[src/rtl/cpu_pkg.sv]
// Shared definitions for the instruction controller: ISA encodings, field positions, FSM states.
// Pure declarations; no timing or flow-control behaviour.
package cpu_pkg;

  localparam int DW = 16;
  localparam int RW = 3;

  localparam int OPC_LSB = 13;
  localparam int OPC_W   = 3;
  localparam int OP_LSB  = 11;
  localparam int OP_W    = 2;
  localparam int RN_LSB  = 8;
  localparam int RD_LSB  = 5;
  localparam int SH_LSB  = 3;
  localparam int SH_W    = 2;
  localparam int RM_LSB  = 0;
  localparam int IMM_W   = 8;

  localparam logic [OPC_W-1:0] OPC_MOV = 3'b110;
  localparam logic [OPC_W-1:0] OPC_ALU = 3'b101;

  localparam logic [OP_W-1:0] OP_MOVR = 2'b00;
  localparam logic [OP_W-1:0] OP_MOVI = 2'b10;
  localparam logic [OP_W-1:0] OP_ADD  = 2'b00;
  localparam logic [OP_W-1:0] OP_CMP  = 2'b01;
  localparam logic [OP_W-1:0] OP_AND  = 2'b10;
  localparam logic [OP_W-1:0] OP_MVN  = 2'b11;

  typedef enum logic [2:0] {
    ST_WAIT   = 3'd0,
    ST_DECODE = 3'd1,
    ST_WR_IMM = 3'd2,
    ST_GET_A  = 3'd3,
    ST_GET_B  = 3'd4,
    ST_ALU    = 3'd5,
    ST_WR_REG = 3'd6
  } state_e;

  typedef enum logic [2:0] {
    IC_MOVI, IC_MOVR, IC_ADD, IC_CMP, IC_AND, IC_MVN, IC_ILLEGAL
  } iclass_e;

  function automatic iclass_e classify(input logic [OPC_W-1:0] opc, input logic [OP_W-1:0] op);
    iclass_e c;
    c = IC_ILLEGAL;
    if (opc == OPC_MOV) begin
      if (op == OP_MOVI) c = IC_MOVI;
      else if (op == OP_MOVR) c = IC_MOVR;
    end else if (opc == OPC_ALU) begin
      case (op)
        OP_ADD:  c = IC_ADD;
        OP_CMP:  c = IC_CMP;
        OP_AND:  c = IC_AND;
        default: c = IC_MVN;
      endcase
    end
    return c;
  endfunction

endpackage

[src/rtl/cpu_if.sv]
// Host handshake plus datapath strobe bundle; master is the controller side.
// No storage, no latency; the host only offers load/s while w is high.
interface cpu_if;
  import cpu_pkg::*;

  logic          load;
  logic [DW-1:0] instr;
  logic          s;
  logic          w;
  logic          err;
  logic [RW-1:0] readnum;
  logic [RW-1:0] writenum;
  logic          write;
  logic          vsel;
  logic          loada;
  logic          loadb;
  logic          loadc;
  logic          loads;
  logic          asel;
  logic          bsel;
  logic [1:0]    shift;
  logic [1:0]    ALUop;
  logic [DW-1:0] datapath_in;

  modport master (
    input  load, instr, s,
    output w, err, readnum, writenum, write, vsel, loada, loadb, loadc, loads,
           asel, bsel, shift, ALUop, datapath_in
  );

  modport slave (
    output load, instr, s,
    input  w, err, readnum, writenum, write, vsel, loada, loadb, loadc, loads,
           asel, bsel, shift, ALUop, datapath_in
  );

endinterface

[src/rtl/cpu_instr_decoder.sv]
// Combinational split of the instruction register into fields and an instruction class.
// Zero latency; no flow control.
module instr_decoder
  import cpu_pkg::*;
(
  input  logic [DW-1:0]   ir,
  output logic [RW-1:0]   rn,
  output logic [RW-1:0]   rd,
  output logic [RW-1:0]   rm,
  output logic [SH_W-1:0] sh,
  output logic [OP_W-1:0] op,
  output logic [DW-1:0]   sximm8,
  output iclass_e         iclass
);

  assign rn     = ir[RN_LSB +: RW];
  assign rd     = ir[RD_LSB +: RW];
  assign rm     = ir[RM_LSB +: RW];
  assign sh     = ir[SH_LSB +: SH_W];
  assign op     = ir[OP_LSB +: OP_W];
  assign sximm8 = {{(DW-IMM_W){ir[IMM_W-1]}}, ir[IMM_W-1:0]};
  assign iclass = classify(ir[OPC_LSB +: OPC_W], ir[OP_LSB +: OP_W]);

endmodule

[src/rtl/cpu_controller.sv]
// Instruction register plus Moore FSM sequencing the register-file/ALU strobes.
// 2-6 edges per instruction from s; load/s are only honoured while w is high.
module cpu_controller
  import cpu_pkg::*;
(
  input  logic   clk,
  input  logic   reset_n,
  cpu_if.master  bus
);

  logic [DW-1:0]   ir_q, ir_d;
  state_e          state_q, state_d;
  logic [RW-1:0]   rn, rd, rm;
  logic [SH_W-1:0] sh;
  logic [OP_W-1:0] op;
  logic [DW-1:0]   sximm8;
  iclass_e         iclass;

  instr_decoder u_dec (
    .ir     (ir_q),
    .rn     (rn),
    .rd     (rd),
    .rm     (rm),
    .sh     (sh),
    .op     (op),
    .sximm8 (sximm8),
    .iclass (iclass)
  );

  // IR is frozen for the whole instruction; only WAIT accepts a new word.
  always_comb begin
    ir_d = ir_q;
    if (state_q == ST_WAIT && bus.load) ir_d = bus.instr;
  end

  always_ff @(posedge clk or negedge reset_n) begin
    if (!reset_n) begin
      state_q <= ST_WAIT;
      ir_q    <= '0;
    end else begin
      state_q <= state_d;
      ir_q    <= ir_d;
    end
  end

  assign bus.datapath_in = sximm8;

  always_comb begin
    state_d      = state_q;
    bus.w        = 1'b0;
    bus.err      = 1'b0;
    bus.readnum  = '0;
    bus.writenum = '0;
    bus.write    = 1'b0;
    bus.vsel     = 1'b0;
    bus.loada    = 1'b0;
    bus.loadb    = 1'b0;
    bus.loadc    = 1'b0;
    bus.loads    = 1'b0;
    bus.asel     = 1'b0;
    bus.bsel     = 1'b0;
    bus.shift    = '0;
    bus.ALUop    = '0;
    case (state_q)
      ST_WAIT: begin
        bus.w = 1'b1;
        if (bus.s) state_d = ST_DECODE;
      end
      ST_DECODE: begin
        case (iclass)
          IC_MOVI:              state_d = ST_WR_IMM;
          IC_ADD, IC_CMP, IC_AND: state_d = ST_GET_A;
          IC_MOVR, IC_MVN:      state_d = ST_GET_B;
          default: begin
            bus.err = 1'b1;
            state_d = ST_WAIT;
          end
        endcase
      end
      ST_WR_IMM: begin
        bus.writenum = rn;
        bus.vsel     = 1'b1;
        bus.write    = 1'b1;
        state_d      = ST_WAIT;
      end
      ST_GET_A: begin
        bus.readnum = rn;
        bus.loada   = 1'b1;
        state_d     = ST_GET_B;
      end
      ST_GET_B: begin
        bus.readnum = rm;
        bus.loadb   = 1'b1;
        state_d     = ST_ALU;
      end
      ST_ALU: begin
        bus.shift = sh;
        // MOV reg rides the ADD path with A forced to zero.
        bus.asel  = (iclass == IC_MOVR) || (iclass == IC_MVN);
        bus.ALUop = (iclass == IC_MOVR) ? 2'b00 : op;
        if (iclass == IC_CMP) begin
          bus.loads = 1'b1;
          state_d   = ST_WAIT;
        end else begin
          bus.loadc = 1'b1;
          state_d   = ST_WR_REG;
        end
      end
      ST_WR_REG: begin
        bus.writenum = rd;
        bus.write    = 1'b1;
        state_d      = ST_WAIT;
      end
      default: state_d = ST_WAIT;
    endcase
  end

endmodule
[src/flat_wrapper.sv]
// flat-port wrapper written by rule: the top's interface ports become plain ports
module cpu_controller_flat import cpu_pkg::*;
  (clk, reset_n, bus_load, bus_instr, bus_s, bus_w, bus_err, bus_readnum, bus_writenum, bus_write, bus_vsel, bus_loada, bus_loadb, bus_loadc, bus_loads, bus_asel, bus_bsel, bus_shift, bus_ALUop, bus_datapath_in);
  cpu_if bus_i ();
  input  logic clk;
  input  logic reset_n;
  input wire logic [$bits(bus_i.load)-1:0] bus_load;
  input wire logic [$bits(bus_i.instr)-1:0] bus_instr;
  input wire logic [$bits(bus_i.s)-1:0] bus_s;
  output wire logic [$bits(bus_i.w)-1:0] bus_w;
  output wire logic [$bits(bus_i.err)-1:0] bus_err;
  output wire logic [$bits(bus_i.readnum)-1:0] bus_readnum;
  output wire logic [$bits(bus_i.writenum)-1:0] bus_writenum;
  output wire logic [$bits(bus_i.write)-1:0] bus_write;
  output wire logic [$bits(bus_i.vsel)-1:0] bus_vsel;
  output wire logic [$bits(bus_i.loada)-1:0] bus_loada;
  output wire logic [$bits(bus_i.loadb)-1:0] bus_loadb;
  output wire logic [$bits(bus_i.loadc)-1:0] bus_loadc;
  output wire logic [$bits(bus_i.loads)-1:0] bus_loads;
  output wire logic [$bits(bus_i.asel)-1:0] bus_asel;
  output wire logic [$bits(bus_i.bsel)-1:0] bus_bsel;
  output wire logic [$bits(bus_i.shift)-1:0] bus_shift;
  output wire logic [$bits(bus_i.ALUop)-1:0] bus_ALUop;
  output wire logic [$bits(bus_i.datapath_in)-1:0] bus_datapath_in;
  assign bus_i.load = bus_load;
  assign bus_i.instr = bus_instr;
  assign bus_i.s = bus_s;
  assign bus_w = bus_i.w;
  assign bus_err = bus_i.err;
  assign bus_readnum = bus_i.readnum;
  assign bus_writenum = bus_i.writenum;
  assign bus_write = bus_i.write;
  assign bus_vsel = bus_i.vsel;
  assign bus_loada = bus_i.loada;
  assign bus_loadb = bus_i.loadb;
  assign bus_loadc = bus_i.loadc;
  assign bus_loads = bus_i.loads;
  assign bus_asel = bus_i.asel;
  assign bus_bsel = bus_i.bsel;
  assign bus_shift = bus_i.shift;
  assign bus_ALUop = bus_i.ALUop;
  assign bus_datapath_in = bus_i.datapath_in;
  cpu_controller u_core (.clk(clk), .reset_n(reset_n), .bus(bus_i));
endmodule
[config.mk]
export PLATFORM = sky130hd
export DESIGN_NAME = cpu_controller_flat
export DESIGN_NICKNAME = d
export VERILOG_FILES = /design/src/rtl/cpu_pkg.sv /design/src/rtl/cpu_if.sv /design/src/rtl/cpu_instr_decoder.sv /design/src/rtl/cpu_controller.sv /design/src/flat_wrapper.sv
export SDC_FILE = /design/constraint.sdc
export NUM_CORES = 1
export LEC_CHECK = 0
export ABC_AREA = 0
export BUFFER_PORTS_ARGS = -buffer_cell sky130_fd_sc_hd__buf_4
export CAP_MARGIN = 5
export CORE_MARGIN = 2
export CORE_UTILIZATION = 49
export DETAILED_ROUTE_END_ITERATION = 6
export HOLD_SLACK_MARGIN = 0.05
export PLACE_DENSITY = 0.87
export SLEW_MARGIN = 15
export SYNTH_ARGS = -nofsm -noshare
export SYNTH_HDL_FRONTEND = slang
export SYNTH_SLANG_ARGS = --single-unit
[constraint.sdc]
create_clock -name clk -period 2.9 [get_ports clk]
set_input_delay 0 -clock clk [delete_from_list [all_inputs] [get_ports clk]]
set_output_delay 0 -clock clk [all_outputs]
set_load 0.005 [all_outputs]
==> flow_metrics.py, run 1 <==
metrics = {
    "worst_setup_path": {
        "cp.arrival_ns": 1.87,
        "critPathRequiredTime_ns": 2.90,
        "cp_max_fo": 14,
        "crit_type": "reg2out",
        "critPathLaunchType": "register",
        "cp-end-kind": "output pin",
    },
    "layout": {
        "area_growth_pct": 39.9,
        "final_nets": 184,
        "mostFrequentLayoutCells": "54 x buf_4, 19 x dfrtp_1, 18 x dlygate4sd3_1, 10 x mux2_4, 8 x nor2_1",
        "stdcell_area_um2": 1660,
        "num-fill-cells": 165,
        "antenna_cells": 0,
        "final_common_cell": "buf_4",
        "drive_above_1_share_pct": 47.2,
    },
    "placed_design": {
        "dp_hpwl_um": 1870,
        "dpl_cell_area_um2": 1460,
        "place_congestion": 0.723,
        "port_buffers": 54,
    },
    "clock_tree": {
        "cts.clk_slew.worst_paths_ns": 0.11,
        "cts-buffers-inserted": 3,
        "clock_sinks": 19,
        "cts_root_buf": "clkbuf_4",
        "clock_latency_ns": 0.29,
        "cts_setup_buffers": 0,
        "tritoncts": "built",
        "htreeDepth": 1,
        "ctsLongestPathBuffers": 2,
    },
    "die": {
        "core_um2": 2250,
        "dieWidth_um": 53.2,
        "initial_core_util_pct": 52.7,
        "die_area_um2": 2830,
        "rows": 17,
        "die_y_um": 53.2,
        "io-pin-count": 56,
    },
    "logic_synthesis": {
        "ys_top_cells_by_area": "dfrtp_1 40%, mux2_4 13%, buf_4 11%, mux2_2 5.7%, and2_1 2.6%",
        "syn_nets": 129,
        "synth.largest_area_cell": "dfrtp_1",
        "ys_seq_elements": 19,
        "ys_seq_area_share_pct": 40.0,
        "synth_cell_types": 33,
        "netlist_area_um2": 1190,
        "avgSynthCellArea_um2": 10.9,
        "syn_inst": 109,
        "yosys_warnings": 0,
        "synth_top_area_share_pct": 40.0,
    },
    "global_route": {
        "grt_pass1_vias": 967,
        "grt-ovfl-total": 0,
        "grt_pass1_wl_um": 4200,
        "grt_util_all_layers_pct": 20.8,
        "grt_max_degree": 20,
        "grt_antenna_before_repair": 0,
    },
    "job": {
        "cap_viol_max_count": 0,
    },
    "detailed_routing": {
        "via_count": 990,
        "drtAntennaViolNets": 0,
        "dr.pass1.iters": 2,
        "drc_errors": 0,
        "viasPerCell": 5.18,
        "drt-total-wl_um": 2590,
        "drt-initial-drc-count": 6,
        "wl_per_cell_um": 13.6,
    },
    "worst_hold_path": {
        "hold_path.class": "in2async",
    },
    "status": {
        "status": "finished clean",
    },
    "power_and_ir_drop": {
        "power.density_nw_per_um2": 901,
        "ir_worst_vdd_mv": 0.602,
        "cellLeakagePower_nw": 0.806,
    },
    "sta": {
        "finalCritPeriodShare_pct": 64.4,
        "fmax_ghz": 0.536,
        "finalSetupViolations": 0,
        "fin_setup_tns_ns": 0,
        "rsz0062_at_grt": "false",
        "hold_viol_final": 0,
        "report.final.slew_viol_count": 0,
        "fin_worst_skew_ns": 0.00618,
        "period_needed_ns": 1.87,
    },
}
[cell usage after synthesis]
master and instances:
buf_2 2, dfrtp_1 19, or2b_1 1, nand2_1 4, nand2b_1 3, nor3_1 4
and2_1 5, mux2i_1 3, buf_6 1, mux2_4 10, and4b_1 1, nor2_1 8
o21ai_0 3, conb_1 1, o31ai_1 1, o31a_1 1, buf_12 1, a22o_1 3
a21oi_1 2, clkbuf_1 1, mux2_2 6, or2_2 1, a21bo_2 1, nor4_1 1
nand3b_1 1, nor4b_1 1, nor3_2 1, and3_1 1, and2_4 1, buf_4 17
inv_1 2, a211o_1 1, a211oi_1 1
[path summary, 6_finish.rpt]
check / start / end / slack [ns] / depth (start not counted)
hold / removal: reset_n / u_core.ir_q[13]$_DFFE_PN0P_ / 0.11 / 2
setup reg to reg: u_core.state_q[2]$_DFFE_PN0P_ / u_core.ir_q[4]$_DFFE_PN0P_ / 1.24 / 3
max in group asynchronous: reset_n / u_core.ir_q[5]$_DFFE_PN0P_ / 2.59 / 2
hold reg to reg: u_core.ir_q[9]$_DFFE_PN0P_ / u_core.ir_q[9]$_DFFE_PN0P_ / 0.56 / 1
setup / recovery: u_core.state_q[2]$_DFFE_PN0P_ / bus_readnum[2] / 1.03 / 4
min in group clk: bus_load / u_core.ir_q[15]$_DFFE_PN0P_ / 0.29 / 3
[worst max-delay path: stages, from the launching register on]
cell	delay [ns]
dfrtp_1	0.64
inv_1	0.16
nor3_1	0.45
a22o_1	0.22
buf_4	0.11
[kinds of logic after synthesis]
logic type	synth area share [%]
DFF	40.0
AOI/OAI and AO/OA	7.90
and+or+nand+nor	15.7
buffers and inverters	15.2
other	0.316
muxes	20.9
[what timing repair did]
| action | 4_1_cts | 5_1_grt |
|---|---|---|
| gates resized for setup | 0 | 0 |
| hold buffers | 18 | 0 |
| endpoints found under the hold margin | 36 | 0 |
[stage by stage]
step,power (mW),util [%],worst slack (ns),instances,hold WS (ns)
4_1_cts,1.50,73.7,1.02,191,0.105
3_5_place_dp,1.35,64.5,1.24,169,-0.114
3_3_place_gp,1.32,64.5,1.31,169,-0.117
2_1_floorplan,1.17,-,1.43,109,-0.296
6_report,1.50,73.7,1.03,191,0.107
5_1_grt,1.62,73.7,0.870,191,0.112
[cell type report]
class	instances	area (um^2)	share of cell area, %
repair buffers	72	586	35.2
multi-input cells	66	532	32.0
flip-flops and latches	19	475	28.6
well taps	28	35.0	2.11
clock buffers	4	26.3	1.58
inverters	2	7.51	0.452
[power breakdown]
part / switching [mW] / leakage (nW) / internal (mW) / total (mW)
logic: 0.272 / 0.564 / 0.511 / 0.783
registers: 0.186 / 0.227 / 0.397 / 0.583
clock network: 0.0772 / 0.0150 / 0.0533 / 0.131
[state kept, by name, summed over array words and instances (netlist names)]
register        count
u_core.state_q      3
u_core.ir_q        16
[metal layers]
| layer | track usage, % | vias to the layer above | part of all wire (%) |
|---|---|---|---|
| met5 | 0 | - | 0 |
| met3 | 3.39 | 2 | 6.1 |
| met2 | 38.9 | 39 | 53 |
| met4 | 7.26 | 0 | 0.81 |
| li1 | - | 465 | - |
| met1 | 23.3 | 484 | 40 |
No activity file was read; power rests on OpenSTA's default activity.
==> run 2: changes to the inputs <==
--- a/config.mk
+++ b/config.mk
@@ -9,10 +9,10 @@
 export BUFFER_PORTS_ARGS = -buffer_cell sky130_fd_sc_hd__buf_4
 export CAP_MARGIN = 5
 export CORE_MARGIN = 2
-export CORE_UTILIZATION = 49
+export CORE_UTILIZATION = 41
 export DETAILED_ROUTE_END_ITERATION = 6
 export HOLD_SLACK_MARGIN = 0.05
-export PLACE_DENSITY = 0.87
+export PLACE_DENSITY = 0.78
 export SLEW_MARGIN = 15
 export SYNTH_ARGS = -nofsm -noshare
 export SYNTH_HDL_FRONTEND = slang
==> constraint.sdc (replaced) <==
create_clock -name clk -period 1.7 [get_ports clk]
set_input_delay 0 -clock clk [delete_from_list [all_inputs] [get_ports clk]]
set_output_delay 0 -clock clk [all_outputs]
set_load 0.005 [all_outputs]
==> run 2 against run 1 <==
Register-to-register slack worse by 1.1 ns. Via count shrank 0.10%. Clock power increased by 82%. First-iteration DRC count rose to 5.2 times the previous value. Critical endpoint is now bus_readnum[1]. Core utilization is 12 points lower. Critical path type unchanged. Largest cell class unchanged. Sequential cell count is the same.
==> flow_metrics.py, run 2 (synthesis gave the netlist of run 1 again) <==
metrics = {
    "worst_setup_path": {
        "cp_common_cell": "buf_4",
        "r2r_slack_ns": 0.19,
        "r2r_start": "u_core.state_q[1]$_DFFE_PN0P_",
        "critPathLaunchType": "register",
        "reg2reg_to": "u_core.ir_q[6]$_DFFE_PN0P_",
        "cp_max_fo": 13,
        "critPathRequiredTime_ns": 1.70,
        "crit_type": "reg2out",
        "max_stage_delay_ns": 0.38,
        "cp.arrival_ns": 1.63,
        "cp_slowest_cell": "dfrtp_1",
        "cp-end-kind": "output pin",
        "crit_chain": "buf_4 -> inv_1 -> nor3_2 -> a22o_1 -> buf_4",
        "r2r_cells": 3,
    },
    "worst_hold_path": {
        "hold_path.class": "in2async",
    },
    "sta": {
        "finalWorstSetupSlack_ns": 0.0717,
        "finalCritPeriodShare_pct": 95.8,
        "fmax_ghz": 0.614,
        "hold_viol_final": 0,
        "report.final.slew_viol_count": 0,
        "period_needed_ns": 1.63,
        "finalSetupViolations": 0,
        "fin_worst_skew_ns": 0.00162,
        "rsz0062_at_grt": "false",
        "fin_setup_tns_ns": 0,
    },
    "die": {
        "die_area_um2": 3340,
        "io-pin-count": 56,
        "rows": 19,
        "dieWidth_um": 57.8,
        "die_y_um": 57.8,
        "core_um2": 2760,
        "initial_core_util_pct": 43.1,
    },
    "placed_design": {
        "dp.cells": 174,
        "dp_hpwl_um": 1820,
        "port_buffers": 54,
        "place_congestion": 0.742,
        "dp_slack_ns": 0.209,
    },
    "clock_tree": {
        "cts_root_buf": "clkbuf_4",
        "clock_latency_ns": 0.30,
        "ctsLongestPathBuffers": 2,
        "cts-buffers-inserted": 3,
        "htreeDepth": 1,
        "clock_sinks": 19,
        "tritoncts": "built",
        "cts.clk_slew.worst_paths_ns": 0.11,
    },
    "layout": {
        "largest_register_ffs": 16,
        "antenna_cells": 0,
        "drive_above_1_share_pct": 49.7,
        "final_common_cell": "buf_4",
        "mostFrequentLayoutCells": "56 x buf_4, 19 x dfrtp_1, 18 x dlygate4sd3_1, 10 x mux2_4, 8 x nor2_1",
        "top_regs": "u_core.ir_q (16), u_core.state_q (3)",
        "area_growth_pct": 42.6,
        "fin_util_pct": 61.4,
        "top_register": "u_core.ir_q",
        "layoutNonFillerInstCount": 196,
        "final_nets": 186,
    },
    "global_route": {
        "grt-ovfl-total": 0,
        "grt_pass1_wl_um": 4710,
        "grt_antenna_before_repair": 0,
        "grt_pass1_vias": 1046,
        "grt_max_degree": 20,
        "grt_util_all_layers_pct": 18.4,
    },
    "power_and_ir_drop": {
        "ir_worst_vdd_mv": 0.930,
        "p_switching_mw": 0.942,
        "power.density_nw_per_um2": 1540,
        "power_mw": 2.61,
        "p_int_mw": 1.66,
        "clkPwrFrac_pct": 9.2,
        "cellLeakagePower_nw": 0.820,
        "swShare_pct": 36.1,
        "combPwrFrac_pct": 54.2,
        "seqPwrFrac_pct": 36.6,
    },
    "detailed_routing": {
        "via_count": 989,
        "viasPerCell": 5.05,
        "drc_errors": 0,
        "wl_per_cell_um": 14.1,
        "drt-total-wl_um": 2770,
        "drt-initial-drc-count": 31,
        "dr.pass1.iters": 4,
        "drtAntennaViolNets": 0,
    },
    "job": {
        "cap_viol_max_count": 0,
    },
    "status": {
        "status": "finished clean",
    },
}
run 2: cell count changes in the layout (fill, tap and decap cells not counted), sizes merged:
cell and change:
buf +2, clkbuf -1, clkinv +1
run 2: how the worst max path moves through the flow:
stage,from,end,slack (ns),cells past startpoint
CTS,u_core.state_q[2]$_DFFE_PN0P_,bus_readnum[1],0.06,5
global route,u_core.state_q[2]$_DFFE_PN0P_,bus_readnum[1],0.007,5
floorplan,u_core.state_q[0]$_DFFE_PN0P_,u_core.ir_q[0]$_DFFE_PN0P_,0.23,6
finish,u_core.state_q[2]$_DFFE_PN0P_,bus_readnum[1],0.07,5
global placement,u_core.state_q[1]$_DFFE_PN0P_,u_core.ir_q[4]$_DFFE_PN0P_,0.25,3
detailed placement,u_core.state_q[1]$_DFFE_PN0P_,u_core.ir_q[8]$_DFFE_PN0P_,0.21,3
run 2: critical path: cells and delay by family (launching register included):
family	cells	cell delay, ns
AND/OR/NAND/NOR	1	0.32
AO/OA/AOI/OAI	1	0.21
buffers and inverters	3	0.41
flip-flops	1	0.38
run 2: what timing repair did:
| action | in CTS | in global routing |
|---|---|---|
| cloned | 0 | 0 |
| hold endpoints to repair | 36 | 0 |
| endpoints found under the setup margin | 3 | 1 |
| buffers inserted | 0 | 0 |
| resized for setup | 1 | 1 |
| hold buffers | 18 | 0 |
run 2: power groups by stage:
stage          clock network, mW  logic [mW]  registers, mW
6_report                   0.239        1.41          0.954
5_1_grt                    0.261        1.54           1.01
4_1_cts                    0.242        1.41          0.943
3_5_place_dp                   0        1.37          0.949
3_3_place_gp                   0        1.35          0.929
2_1_floorplan                  0        1.15          0.852
run 2: layout make-up:
cell class | instances | area [um^2]
fill | 207 | 1060
timing repair buffer | 74 | 601
multi-input combinational | 66 | 543
sequential | 19 | 475
tap | 31 | 38.8
clock buffer | 3 | 22.5
inverter | 2 | 7.51
clock inverter | 1 | 5.00
run 2: stage by stage:
| stage | hold WS (ns) | cell area [um^2] |
|---|---|---|
| 3_5_place_dp | -0.114 | 1470 |
| 2_1_floorplan | -0.296 | 1190 |
| 3_3_place_gp | -0.115 | 1470 |
| 4_1_cts | 0.0997 | 1690 |
| 5_1_grt | 0.0976 | 1690 |
| 6_report | 0.0897 | 1690 |
run 2: metal layers:
metal	part of all wire, %	vias to the layer above	global-route usage, %
met4	1.2	0	5.65
met5	0	-	0
met1	39	466	22.0
met3	7.4	4	4.69
li1	-	469	-
met2	52	50	32.3
